### config.mk
export PLATFORM = sky130hd
export DESIGN_NAME = pokey_sio_link
export DESIGN_NICKNAME = d
export VERILOG_FILES = /design/src/rtl/pokey_sio_link.sv
export SDC_FILE = /design/constraint.sdc
export NUM_CORES = 1
export LEC_CHECK = 0
export ABC_AREA = 1
export ABC_CLOCK_PERIOD_IN_PS = 3100
export CAP_MARGIN = 20
export CELL_PAD_IN_SITES_DETAIL_PLACEMENT = 0
export CELL_PAD_IN_SITES_GLOBAL_PLACEMENT = 1
export CORE_MARGIN = 2
export CORE_UTILIZATION = 48
export CTS_CLUSTER_DIAMETER = 150
export DETAILED_ROUTE_END_ITERATION = 12
export PLACE_DENSITY_LB_ADDON = 0.1
export SKIP_LAST_GASP = 1
export SLEW_MARGIN = 5
export SYNTH_ARGS = -nofsm -noshare
export SYNTH_HDL_FRONTEND = slang
export SYNTH_SLANG_ARGS = --single-unit
### constraint.sdc
create_clock -name clk_i -period 3.1 [get_ports clk_i]
set_input_delay 0.93 -clock clk_i [delete_from_list [all_inputs] [get_ports clk_i]]
set_output_delay 0.93 -clock clk_i [all_outputs]
set_load 0.01 [all_outputs]
### src/rtl/pokey_sio_link.sv
// Purpose : POKEY serial I/O shifter; 8N1 async transmit of SEROUT bytes, receive into SERIN.
// Latency : TX line drops one clock after acceptance, frame 10*BAUD_DIV; RX byte valid one clock after stop sample.
// Backpres: TX takes a byte only when idle (tx_rdy/tx_ack); RX holds one byte, later good bytes dropped as overrun.
//
// Ports:
//   clk_i, rst_ni                     single clock, asynchronous active-low reset
//   tx_data_i/tx_rdy_i/tx_ack_o       byte offer from POKEY SEROUT, 1-cycle ack when captured
//   tx_busy_o, sio_out_o              frame in progress, serial line out (idle high)
//   sio_in_i                          serial line in (asynchronous, idle high)
//   rx_data_o/rx_rdy_o/rx_ack_i       received byte to POKEY SERIN, 4-phase handshake
//   rx_frame_err_o, rx_overrun_o      1-cycle pulses, the offending byte is dropped
module pokey_sio_link #(
  parameter int BAUD_DIV = 79
) (
  input  logic       clk_i,
  input  logic       rst_ni,
  input  logic [7:0] tx_data_i,
  input  logic       tx_rdy_i,
  output logic       tx_ack_o,
  output logic       tx_busy_o,
  output logic       sio_out_o,
  input  logic       sio_in_i,
  output logic [7:0] rx_data_o,
  output logic       rx_rdy_o,
  input  logic       rx_ack_i,
  output logic       rx_frame_err_o,
  output logic       rx_overrun_o
);

  typedef enum logic [1:0] {
    S_IDLE  = 2'd0,
    S_START = 2'd1,
    S_DATA  = 2'd2,
    S_STOP  = 2'd3
  } state_e;

  // Counters run reload..0 inclusive, so a reload of N-1 gives an N-cycle bit.
  localparam logic [15:0] BIT_RELOAD  = 16'(BAUD_DIV - 1);
  localparam logic [15:0] HALF_RELOAD = 16'(BAUD_DIV / 2);

  // ---------------------------------------------------------------------------
  // Transmit
  // ---------------------------------------------------------------------------
  state_e      tx_state_q, tx_state_d;
  logic [15:0] tx_cnt_q, tx_cnt_d;
  logic [7:0]  tx_shift_q, tx_shift_d;
  logic [2:0]  tx_bit_q, tx_bit_d;
  logic        tx_ack_q, tx_ack_d;
  logic        tx_sio_q, tx_sio_d;

  always_ff @(posedge clk_i or negedge rst_ni) begin
    if (!rst_ni) begin
      tx_state_q <= S_IDLE;
      tx_cnt_q   <= '0;
      tx_shift_q <= '0;
      tx_bit_q   <= '0;
      tx_ack_q   <= 1'b0;
      tx_sio_q   <= 1'b1;
    end else begin
      tx_state_q <= tx_state_d;
      tx_cnt_q   <= tx_cnt_d;
      tx_shift_q <= tx_shift_d;
      tx_bit_q   <= tx_bit_d;
      tx_ack_q   <= tx_ack_d;
      tx_sio_q   <= tx_sio_d;
    end
  end

  always_comb begin
    tx_state_d = tx_state_q;
    tx_cnt_d   = tx_cnt_q;
    tx_shift_d = tx_shift_q;
    tx_bit_d   = tx_bit_q;
    tx_ack_d   = 1'b0;
    tx_sio_d   = 1'b1;

    case (tx_state_q)
      S_IDLE: begin
        if (tx_rdy_i) begin
          tx_shift_d = tx_data_i;
          tx_cnt_d   = BIT_RELOAD;
          tx_bit_d   = 3'd0;
          tx_ack_d   = 1'b1;
          tx_state_d = S_START;
        end
      end
      S_START: begin
        if (tx_cnt_q == 16'd0) begin
          tx_cnt_d   = BIT_RELOAD;
          tx_state_d = S_DATA;
        end else begin
          tx_cnt_d = tx_cnt_q - 16'd1;
        end
      end
      S_DATA: begin
        if (tx_cnt_q == 16'd0) begin
          tx_cnt_d = BIT_RELOAD;
          if (tx_bit_q == 3'd7) begin
            tx_state_d = S_STOP;
          end else begin
            tx_shift_d = {1'b0, tx_shift_q[7:1]};
            tx_bit_d   = tx_bit_q + 3'd1;
          end
        end else begin
          tx_cnt_d = tx_cnt_q - 16'd1;
        end
      end
      S_STOP: begin
        if (tx_cnt_q == 16'd0) begin
          tx_state_d = S_IDLE;
        end else begin
          tx_cnt_d = tx_cnt_q - 16'd1;
        end
      end
      default: tx_state_d = S_IDLE;
    endcase

    // Line level is registered from the next state so it changes on the same
    // edge as the FSM and never glitches.
    case (tx_state_d)
      S_START: tx_sio_d = 1'b0;
      S_DATA:  tx_sio_d = tx_shift_d[0];
      default: tx_sio_d = 1'b1;
    endcase
  end

  assign tx_ack_o  = tx_ack_q;
  assign tx_busy_o = (tx_state_q != S_IDLE);
  assign sio_out_o = tx_sio_q;

  // ---------------------------------------------------------------------------
  // Receive
  // ---------------------------------------------------------------------------
  // Synchronizer and edge-detect history reset high so that reset release on
  // an idle line is not mistaken for a start edge.
  logic rx_meta_q, rx_sync_q, rx_prev_q;

  always_ff @(posedge clk_i or negedge rst_ni) begin
    if (!rst_ni) begin
      rx_meta_q <= 1'b1;
      rx_sync_q <= 1'b1;
      rx_prev_q <= 1'b1;
    end else begin
      rx_meta_q <= sio_in_i;
      rx_sync_q <= rx_meta_q;
      rx_prev_q <= rx_sync_q;
    end
  end

  state_e      rx_state_q, rx_state_d;
  logic [15:0] rx_cnt_q, rx_cnt_d;
  logic [7:0]  rx_shift_q, rx_shift_d;
  logic [2:0]  rx_bit_q, rx_bit_d;
  logic [7:0]  rx_data_q, rx_data_d;
  logic        rx_rdy_q, rx_rdy_d;
  logic        rx_ferr_q, rx_ferr_d;
  logic        rx_ovr_q, rx_ovr_d;

  always_ff @(posedge clk_i or negedge rst_ni) begin
    if (!rst_ni) begin
      rx_state_q <= S_IDLE;
      rx_cnt_q   <= '0;
      rx_shift_q <= '0;
      rx_bit_q   <= '0;
      rx_data_q  <= '0;
      rx_rdy_q   <= 1'b0;
      rx_ferr_q  <= 1'b0;
      rx_ovr_q   <= 1'b0;
    end else begin
      rx_state_q <= rx_state_d;
      rx_cnt_q   <= rx_cnt_d;
      rx_shift_q <= rx_shift_d;
      rx_bit_q   <= rx_bit_d;
      rx_data_q  <= rx_data_d;
      rx_rdy_q   <= rx_rdy_d;
      rx_ferr_q  <= rx_ferr_d;
      rx_ovr_q   <= rx_ovr_d;
    end
  end

  always_comb begin
    rx_state_d = rx_state_q;
    rx_cnt_d   = rx_cnt_q;
    rx_shift_d = rx_shift_q;
    rx_bit_d   = rx_bit_q;
    rx_data_d  = rx_data_q;
    // Ack drops the valid flag; an ack with nothing pending has no effect.
    rx_rdy_d   = rx_rdy_q & ~rx_ack_i;
    rx_ferr_d  = 1'b0;
    rx_ovr_d   = 1'b0;

    case (rx_state_q)
      S_IDLE: begin
        if (rx_prev_q && !rx_sync_q) begin
          // Wait half a bit so every later sample lands mid-bit.
          rx_cnt_d   = HALF_RELOAD;
          rx_bit_d   = 3'd0;
          rx_state_d = S_START;
        end
      end
      S_START: begin
        if (rx_cnt_q == 16'd0) begin
          if (rx_sync_q) begin
            rx_state_d = S_IDLE;  // line went back high: glitch, not a start bit
          end else begin
            rx_cnt_d   = BIT_RELOAD;
            rx_state_d = S_DATA;
          end
        end else begin
          rx_cnt_d = rx_cnt_q - 16'd1;
        end
      end
      S_DATA: begin
        if (rx_cnt_q == 16'd0) begin
          rx_shift_d = {rx_sync_q, rx_shift_q[7:1]};
          rx_cnt_d   = BIT_RELOAD;
          if (rx_bit_q == 3'd7) begin
            rx_state_d = S_STOP;
          end else begin
            rx_bit_d = rx_bit_q + 3'd1;
          end
        end else begin
          rx_cnt_d = rx_cnt_q - 16'd1;
        end
      end
      S_STOP: begin
        if (rx_cnt_q == 16'd0) begin
          // Back to IDLE straight away so a following start edge inside the
          // remaining half stop bit is still caught.
          rx_state_d = S_IDLE;
          if (!rx_sync_q) begin
            rx_ferr_d = 1'b1;
          end else if (rx_rdy_q || rx_ack_i) begin
            // Previous byte not yet consumed (or the 4-phase ack is still
            // high): keep the old byte, flag the new one as lost.
            rx_ovr_d = 1'b1;
          end else begin
            rx_data_d = rx_shift_q;
            rx_rdy_d  = 1'b1;
          end
        end else begin
          rx_cnt_d = rx_cnt_q - 16'd1;
        end
      end
      default: rx_state_d = S_IDLE;
    endcase
  end

  assign rx_data_o      = rx_data_q;
  assign rx_rdy_o       = rx_rdy_q;
  assign rx_frame_err_o = rx_ferr_q;
  assign rx_overrun_o   = rx_ovr_q;

endmodule

==> flow_metrics.py, run 1 <==
metrics = {
    "logic_synthesis": {
        "synth_most_common_cell": "nand2_1",
        "yosys_warnings": 0,
        "synth_top_cells_by_area": "dfrtp_1 42%, nand2_1 13%, nor2_1 6.1%",
        "synthXorXnorAreaFrac_pct": 3.71,
        "synth_top_family_by_area": "simple AND/OR/NAND/NOR gates",
        "syn_area_per_cell_sq_um": 7.88,
        "synthAdderAreaFrac_pct": 4.78,
        "syn_inst": 531,
        "synth.area.mux_share_pct": 0,
        "synth_edf_count": 0,
        "synth-seq-cells": 74,
        "yosysSeqAreaShare_pct": 44.4,
        "synthesis.area_sq_um": 4190,
        "yosysTopAreaCellShare_pct": 41.8,
        "synth_compound_area_share_pct": 8.97,
        "async_flop_share_pct": 100,
        "syn_nets": 560,
        "yosys.area_share.simple_pct": 30.9,
        "yosys.area.top_type": "dfrtp_1",
        "yosysUniqueCellTypes": 39,
        "synth_commonest_cells": "140 x nand2_1, 70 x dfrtp_1, 68 x nor2_1",
        "ys.flop_type": "dfrtp_1",
    },
    "worst_setup_path": {
        "cpPeakStageDelay_ns": 0.56,
        "worstPathCellList": "inv_1, ha_1, inv_2, clkdlybuf4s50_1",
        "crit_slowest_cell": "clkdlybuf4s50_1",
        "crit_required_ns": 2.17,
        "endpoint_kind": "primary output",
        "worst-path-buf-inv": 3,
        "cp-start-kind": "flop",
        "critPathArrivalTime_ns": 1.86,
        "critPathKind": "flop to primary output",
        "cp_max_fo": 8,
        "critPathTopFamily": "buffers and inverters",
    },
    "clock_tree": {
        "path_clk_slew_ns": 0.08,
        "clockBufferDepth": 2,
        "clock_latency_ns": 0.35,
        "holdBufCountCts": 0,
        "cts_root_buffer": "clkbuf_8",
        "cts_resized": 0,
        "cts_tree": "built",
        "cts_setup_buffers": 0,
        "cts_htree_levels": 3,
        "cts_sinks": 74,
        "cts_buffers": 9,
    },
    "drt": {
        "routed-via-count": 3320,
        "dr.pass1.iters": 4,
        "finalWirelength_um": 8390,
        "ant_nets": 0,
        "drt_iter0_drc": 97,
        "avgRoutedWirePerCell_um": 12.4,
        "route.detailed.drc": 0,
        "viasPerCell": 4.93,
    },
    "global_routing": {
        "grt_pass1_vias": 3285,
        "grt-ovfl-total": 0,
        "track_usage_pct": 19.4,
        "antenna_found_initial": 0,
        "grt_max_degree": 75,
        "grt_pass1_wl_um": 15100,
    },
    "pwr": {
        "max-vdd-ir-drop_uv": 238,
        "p_leak_uw": 0.00232,
        "p_per_area_nw_per_um2": 631,
        "power_uw": 2990,
    },
    "finish": {
        "antenna_cells": 0,
        "syn2layout_area_growth_pct": 13.2,
        "drive_gt1_share_pct": 9.89,
        "nets": 590,
        "final_core_util_pct": 55.2,
        "nFillCells": 861,
    },
    "timing": {
        "tightest_slew_ns": 0.933,
        "max_freq_ghz": 0.359,
        "finalHoldViolCount": 0,
        "finalSetupViolations": 0,
        "period_share_pct": 89.9,
        "skew_ns": 0.0122,
        "setup_tns_ns": 0,
        "slew_viol_final": 0,
        "period_needed_ns": 2.79,
        "rsz0062_at_grt": "no",
        "setup_slack_ns": 0.312,
        "max-slew-margin-rel_pct": 37.8,
    },
    "place": {
        "dpl_worst_slack_ns": 0.658,
        "hpwl_um": 6060,
        "gp_congestion": 0.842,
        "io_buffers": 26,
    },
    "outcome": {
        "status": "finished clean",
    },
    "floorplan": {
        "start_util_pct": 48.7,
        "io_pins": 27,
        "coreArea_sq_um": 8590,
        "die_height_um": 97.4,
        "die_x_um": 97.4,
        "rows": 34,
        "dieArea_sq_um": 9480,
    },
    "flow_run": {
        "drv_cap": 0,
    },
    "min_path": {
        "hold_path.class": "flop to flop",
    },
}
[layout by cell type (no fill, tap or decap), types with 2 or more instances in the layout]
cell type	n
nand4_1	5
nor2_4	6
o21ai_0	43
xnor2_1	5
xor2_2	2
clkdlybuf4s50_1	25
inv_2	4
nand2_2	3
nand3_1	35
clkinv_4	3
a21oi_1	10
inv_1	57
nor2_2	2
dfrtp_1	70
ha_1	16
nand2_1	140
dfstp_2	4
o21ai_2	2
nor3_1	8
xor2_1	9
o21ai_1	12
nand2_4	8
nor2_1	68
inv_4	2
clkbuf_8	10
[per-layer routing]
metal | part of all wire [%] | vias up | track usage (%) | routed length, um
met4 | 0.75 | 0 | 5.13 | 63
met2 | 45 | 46 | 30.5 | 3800
met3 | 3.3 | 4 | 4.60 | 276
li1 | - | 1737 | - | -
met5 | 0 | - | 0 | 0
met1 | 51 | 1533 | 27.2 | 4250
[final cells by class]
cell class / count / area, sq um / share of cell area (%)
multi-input combinational: 385 / 2020 / 42.7
inverter: 65 / 254 / 5.36
clock inverter: 6 / 75.1 / 1.58
clock buffer: 10 / 138 / 2.90
tap: 108 / 135 / 2.85
sequential: 74 / 1860 / 39.2
timing repair buffer: 26 / 258 / 5.44
[report_power, final]
group / internal, uW / switching [uW] / total (uW)
clock: 404 / 404 / 808
sequential: 1070 / 79.5 / 1150
combinational: 331 / 706 / 1040
total: 1800 / 1190 / 2990
[flip-flops by register name, indices dropped and copies added, names as in the netlist, named ones only]
register	count
rx_bit_q	3
tx_state_q	2
rx_overrun_o	1
rx_cnt_q	16
rx_sync_q	1
tx_cnt_q	16
tx_shift_q	8
rx_rdy_o	1
rx_state_q	1
rx_meta_q	1
rx_shift_q	8
rx_data_o	8
tx_ack_o	1
rx_frame_err_o	1
sio_out_o	1
rx_prev_q	1
tx_bit_q	3
[logic make-up after synthesis]
kind of cell	after synthesis
AOI/OAI and AO/OA	71
xor gates and xnor gates	16
adders and majority gates	16
buffers and inverters	72
DFF	74
and+or+nand+nor	282
[path summary, 6_finish.rpt]
kind                                 end  slack [ns]     startpoint  cells past startpoint
setup reg to reg           tx_shift_q[1]        1.02  tx_state_q[0]                      7
setup / recovery               tx_busy_o        0.31  tx_state_q[1]                      4
hold / removal                 rx_sync_q        0.36      rx_meta_q                      0
max in group asynchronous  rx_shift_q[3]        1.78         rst_ni                      1
hold reg to reg                rx_sync_q        0.36      rx_meta_q                      0
min in group asynchronous    rx_cnt_q[8]        0.67         rst_ni                      1
[through the flow]
step / instance area [sq um] / std cells / hold WS [ns]
finish: 4740 / 674 / 0.359
global route: 4740 / 674 / 0.362
CTS: 4740 / 674 / 0.359
detailed placement: 4530 / 658 / 0.347
global placement: 4530 / 658 / 0.347
floorplan: 4190 / 531 / 0.345
Power figures use the tool's default switching activity.
==> run 2: changes to the inputs <==
--- a/config.mk
+++ b/config.mk
@@ -5,13 +5,12 @@
 export SDC_FILE = /design/constraint.sdc
 export NUM_CORES = 1
 export LEC_CHECK = 0
-export ABC_AREA = 1
 export ABC_CLOCK_PERIOD_IN_PS = 3100
 export CAP_MARGIN = 20
 export CELL_PAD_IN_SITES_DETAIL_PLACEMENT = 0
 export CELL_PAD_IN_SITES_GLOBAL_PLACEMENT = 1
 export CORE_MARGIN = 2
-export CORE_UTILIZATION = 48
+export CORE_UTILIZATION = 50
 export CTS_CLUSTER_DIAMETER = 150
 export DETAILED_ROUTE_END_ITERATION = 12
 export PLACE_DENSITY_LB_ADDON = 0.1
==> run 2 against run 1 <==
Flip-flop and latch count stayed put. Largest cell class unchanged. Fmax is 1.6% higher. Routed wire length is 13% lower. Utilization is 2.6 points higher. Final cell count is 25% lower. Non-clock buffer count is 2 higher. Critical path type unchanged. Area after synthesis is 7.8% lower. Count of clock-buffer cells in the layout is 1 lower. Cell area is 7.3% lower.
==> flow_metrics.py, run 2 <==
metrics = {
    "outcome": {
        "status": "finished clean",
    },
    "clock_tree": {
        "holdBufCountCts": 0,
        "clock_latency_ns": 0.35,
        "cts_resized": 0,
        "cts_htree_levels": 3,
        "cts_tree": "built",
        "cts_root_buffer": "clkbuf_8",
        "clockBufferDepth": 2,
        "path_clk_slew_ns": 0.08,
        "cts_buffers": 9,
        "cts_sinks": 74,
        "cts_setup_buffers": 0,
    },
    "logic_synthesis": {
        "synth-seq-cells": 74,
        "yosysTopAreaCellShare_pct": 45.4,
        "synthAdderAreaFrac_pct": 5.18,
        "ys.flop_type": "dfrtp_1",
        "yosysUniqueCellTypes": 65,
        "synth.area.mux_share_pct": 4.89,
        "yosys_warnings": 0,
        "async_flop_share_pct": 100,
        "synth_most_common_cell": "dfrtp_1",
        "synth_commonest_cells": "70 x dfrtp_1, 48 x nor2_1, 29 x nand2_1",
        "yosys.area_share.simple_pct": 19.6,
        "synthXorXnorAreaFrac_pct": 4.31,
        "syn_area_per_cell_sq_um": 10.5,
        "synth_edf_count": 0,
        "yosys.area.top_type": "dfrtp_1",
        "syn_inst": 368,
        "yosysSeqAreaShare_pct": 48.1,
        "synth_top_family_by_area": "simple AND/OR/NAND/NOR gates",
        "synth_compound_area_share_pct": 15.0,
        "synth_top_cells_by_area": "dfrtp_1 45%, ha_1 5.2%, nor2_1 4.7%",
        "synthesis.area_sq_um": 3860,
        "syn_nets": 397,
    },
    "timing": {
        "period_needed_ns": 2.74,
        "slew_viol_final": 0,
        "max_freq_ghz": 0.364,
        "skew_ns": 0.00780,
        "holdWs_ns": 0.362,
        "period_share_pct": 88.5,
        "max-slew-margin-rel_pct": 38.6,
        "finalHoldViolCount": 0,
        "setup_tns_ns": 0,
        "finalSetupViolations": 0,
        "setup_slack_ns": 0.355,
        "rsz0062_at_grt": "no",
        "tightest_slew_ns": 0.921,
    },
    "global_routing": {
        "track_usage_pct": 18.9,
        "grt-ovfl-total": 0,
        "grt_pass1_wl_um": 12800,
        "grt_max_degree": 75,
        "antenna_found_initial": 0,
        "grt_pass1_vias": 2688,
    },
    "finish": {
        "nets": 426,
        "antenna_cells": 0,
        "final_cell_mix": "70 x dfrtp_1, 48 x nor2_1, 29 x nand2_1",
        "largestRegisters": "rx_cnt_q (16), tx_cnt_q (16)",
        "syn2layout_area_growth_pct": 13.8,
        "final_core_util_pct": 57.8,
        "layout_commonest_cell": "dfrtp_1",
        "drive_gt1_share_pct": 15.2,
    },
    "flow_run": {
        "drv_cap": 0,
    },
    "worst_setup_path": {
        "critPathKind": "flop to primary output",
        "cpPeakStageDelay_ns": 0.55,
        "rr_worst_depth": 8,
        "worst-path-buf-inv": 3,
        "cp_max_fo": 8,
        "crit_required_ns": 2.17,
        "reg2reg_to": "tx_shift_q[6]",
        "endpoint_kind": "primary output",
        "r2r-start": "tx_cnt_q[0]",
        "worstPathCellList": "inv_1, ha_1, clkinv_1, clkdlybuf4s50_1",
        "worst-r2r-setup-slack_ns": 0.69,
        "cp-start-kind": "flop",
        "crit_slowest_cell": "clkdlybuf4s50_1",
        "critPathArrivalTime_ns": 1.81,
        "critPathTopFamily": "buffers and inverters",
    },
    "floorplan": {
        "io_pins": 27,
        "die_x_um": 91.9,
        "dieArea_sq_um": 8440,
        "rows": 32,
        "die_height_um": 91.9,
        "start_util_pct": 50.8,
        "coreArea_sq_um": 7610,
    },
    "drt": {
        "avgRoutedWirePerCell_um": 14.4,
        "dr.pass1.iters": 4,
        "drt_iter0_drc": 98,
        "routed-via-count": 2796,
        "finalWirelength_um": 7270,
        "route.detailed.drc": 0,
        "viasPerCell": 5.55,
        "ant_nets": 0,
    },
    "place": {
        "gp_congestion": 0.796,
        "io_buffers": 26,
        "hpwl_um": 5060,
        "dpl_worst_slack_ns": 0.324,
    },
    "min_path": {
        "hold_depth": 0,
        "min_to": "rx_sync_q",
        "hp-start": "rx_meta_q",
        "hold_path.class": "flop to flop",
    },
    "pwr": {
        "p_per_area_nw_per_um2": 1020,
        "max-vdd-ir-drop_uv": 494,
        "p_leak_uw": 0.00197,
        "power_uw": 4500,
    },
}
-- run 2: report_power, final --
group	switching (uW)	internal (uW)	leakage (uW)	total (uW)
logic	1280	931	0.000894	2210
registers	303	1270	0.000986	1570
clock network	411	304	0.0000848	716
-- run 2: how the worst max path moves through the flow --
stage | start | endpoint | slack [ns] | cells after the start
after floorplan | rx_state_q[0] | rx_cnt_q[3] | 1.11 | 7
after global placement | tx_rdy_i | tx_cnt_q[15] | 0.36 | 7
after detailed placement | tx_rdy_i | tx_cnt_q[15] | 0.32 | 7
after CTS | tx_state_q[0] | tx_busy_o | 0.35 | 4
after global routing | tx_state_q[0] | tx_busy_o | 0.27 | 4
final | tx_state_q[0] | tx_busy_o | 0.36 | 4
-- run 2: final cells by class --
type,count,area (sq um)
flip-flops and latches,74,1860
fillers,679,3210
multi-input cells,267,1890
inverters,17,63.8
well taps,102,128
clock inverters,7,60.1
clock buffers,9,124
repair buffers,28,273
-- run 2: kinds of logic (layout without fill, tap and decap cells) --
group | count (synthesis) | in the layout
buffers and inverters | 27 | 61
xor gates and xnor gates | 19 | 19
muxes | 17 | 17
DFF | 74 | 74
and+or+nand+nor | 131 | 131
AOI/OAI and AO/OA | 84 | 84
adders and majority gates | 16 | 16
-- run 2: per-layer routing --
metal / routed length [um] / part of all wire (%) / GRT usage [%]
met1: 3520 / 48 / 25.4
met4: 106 / 1.5 / 6.47
met5: 0 / 0 / 0
met2: 3440 / 47 / 30.6
met3: 205 / 2.8 / 4.19
-- run 2: stage by stage --
stage / instance area (sq um) / std cells
2_1_floorplan: 3860 / 368
6_report: 4400 / 504
3_5_place_dp: 4210 / 488
4_1_cts: 4400 / 504
5_1_grt: 4400 / 504
3_3_place_gp: 4210 / 488
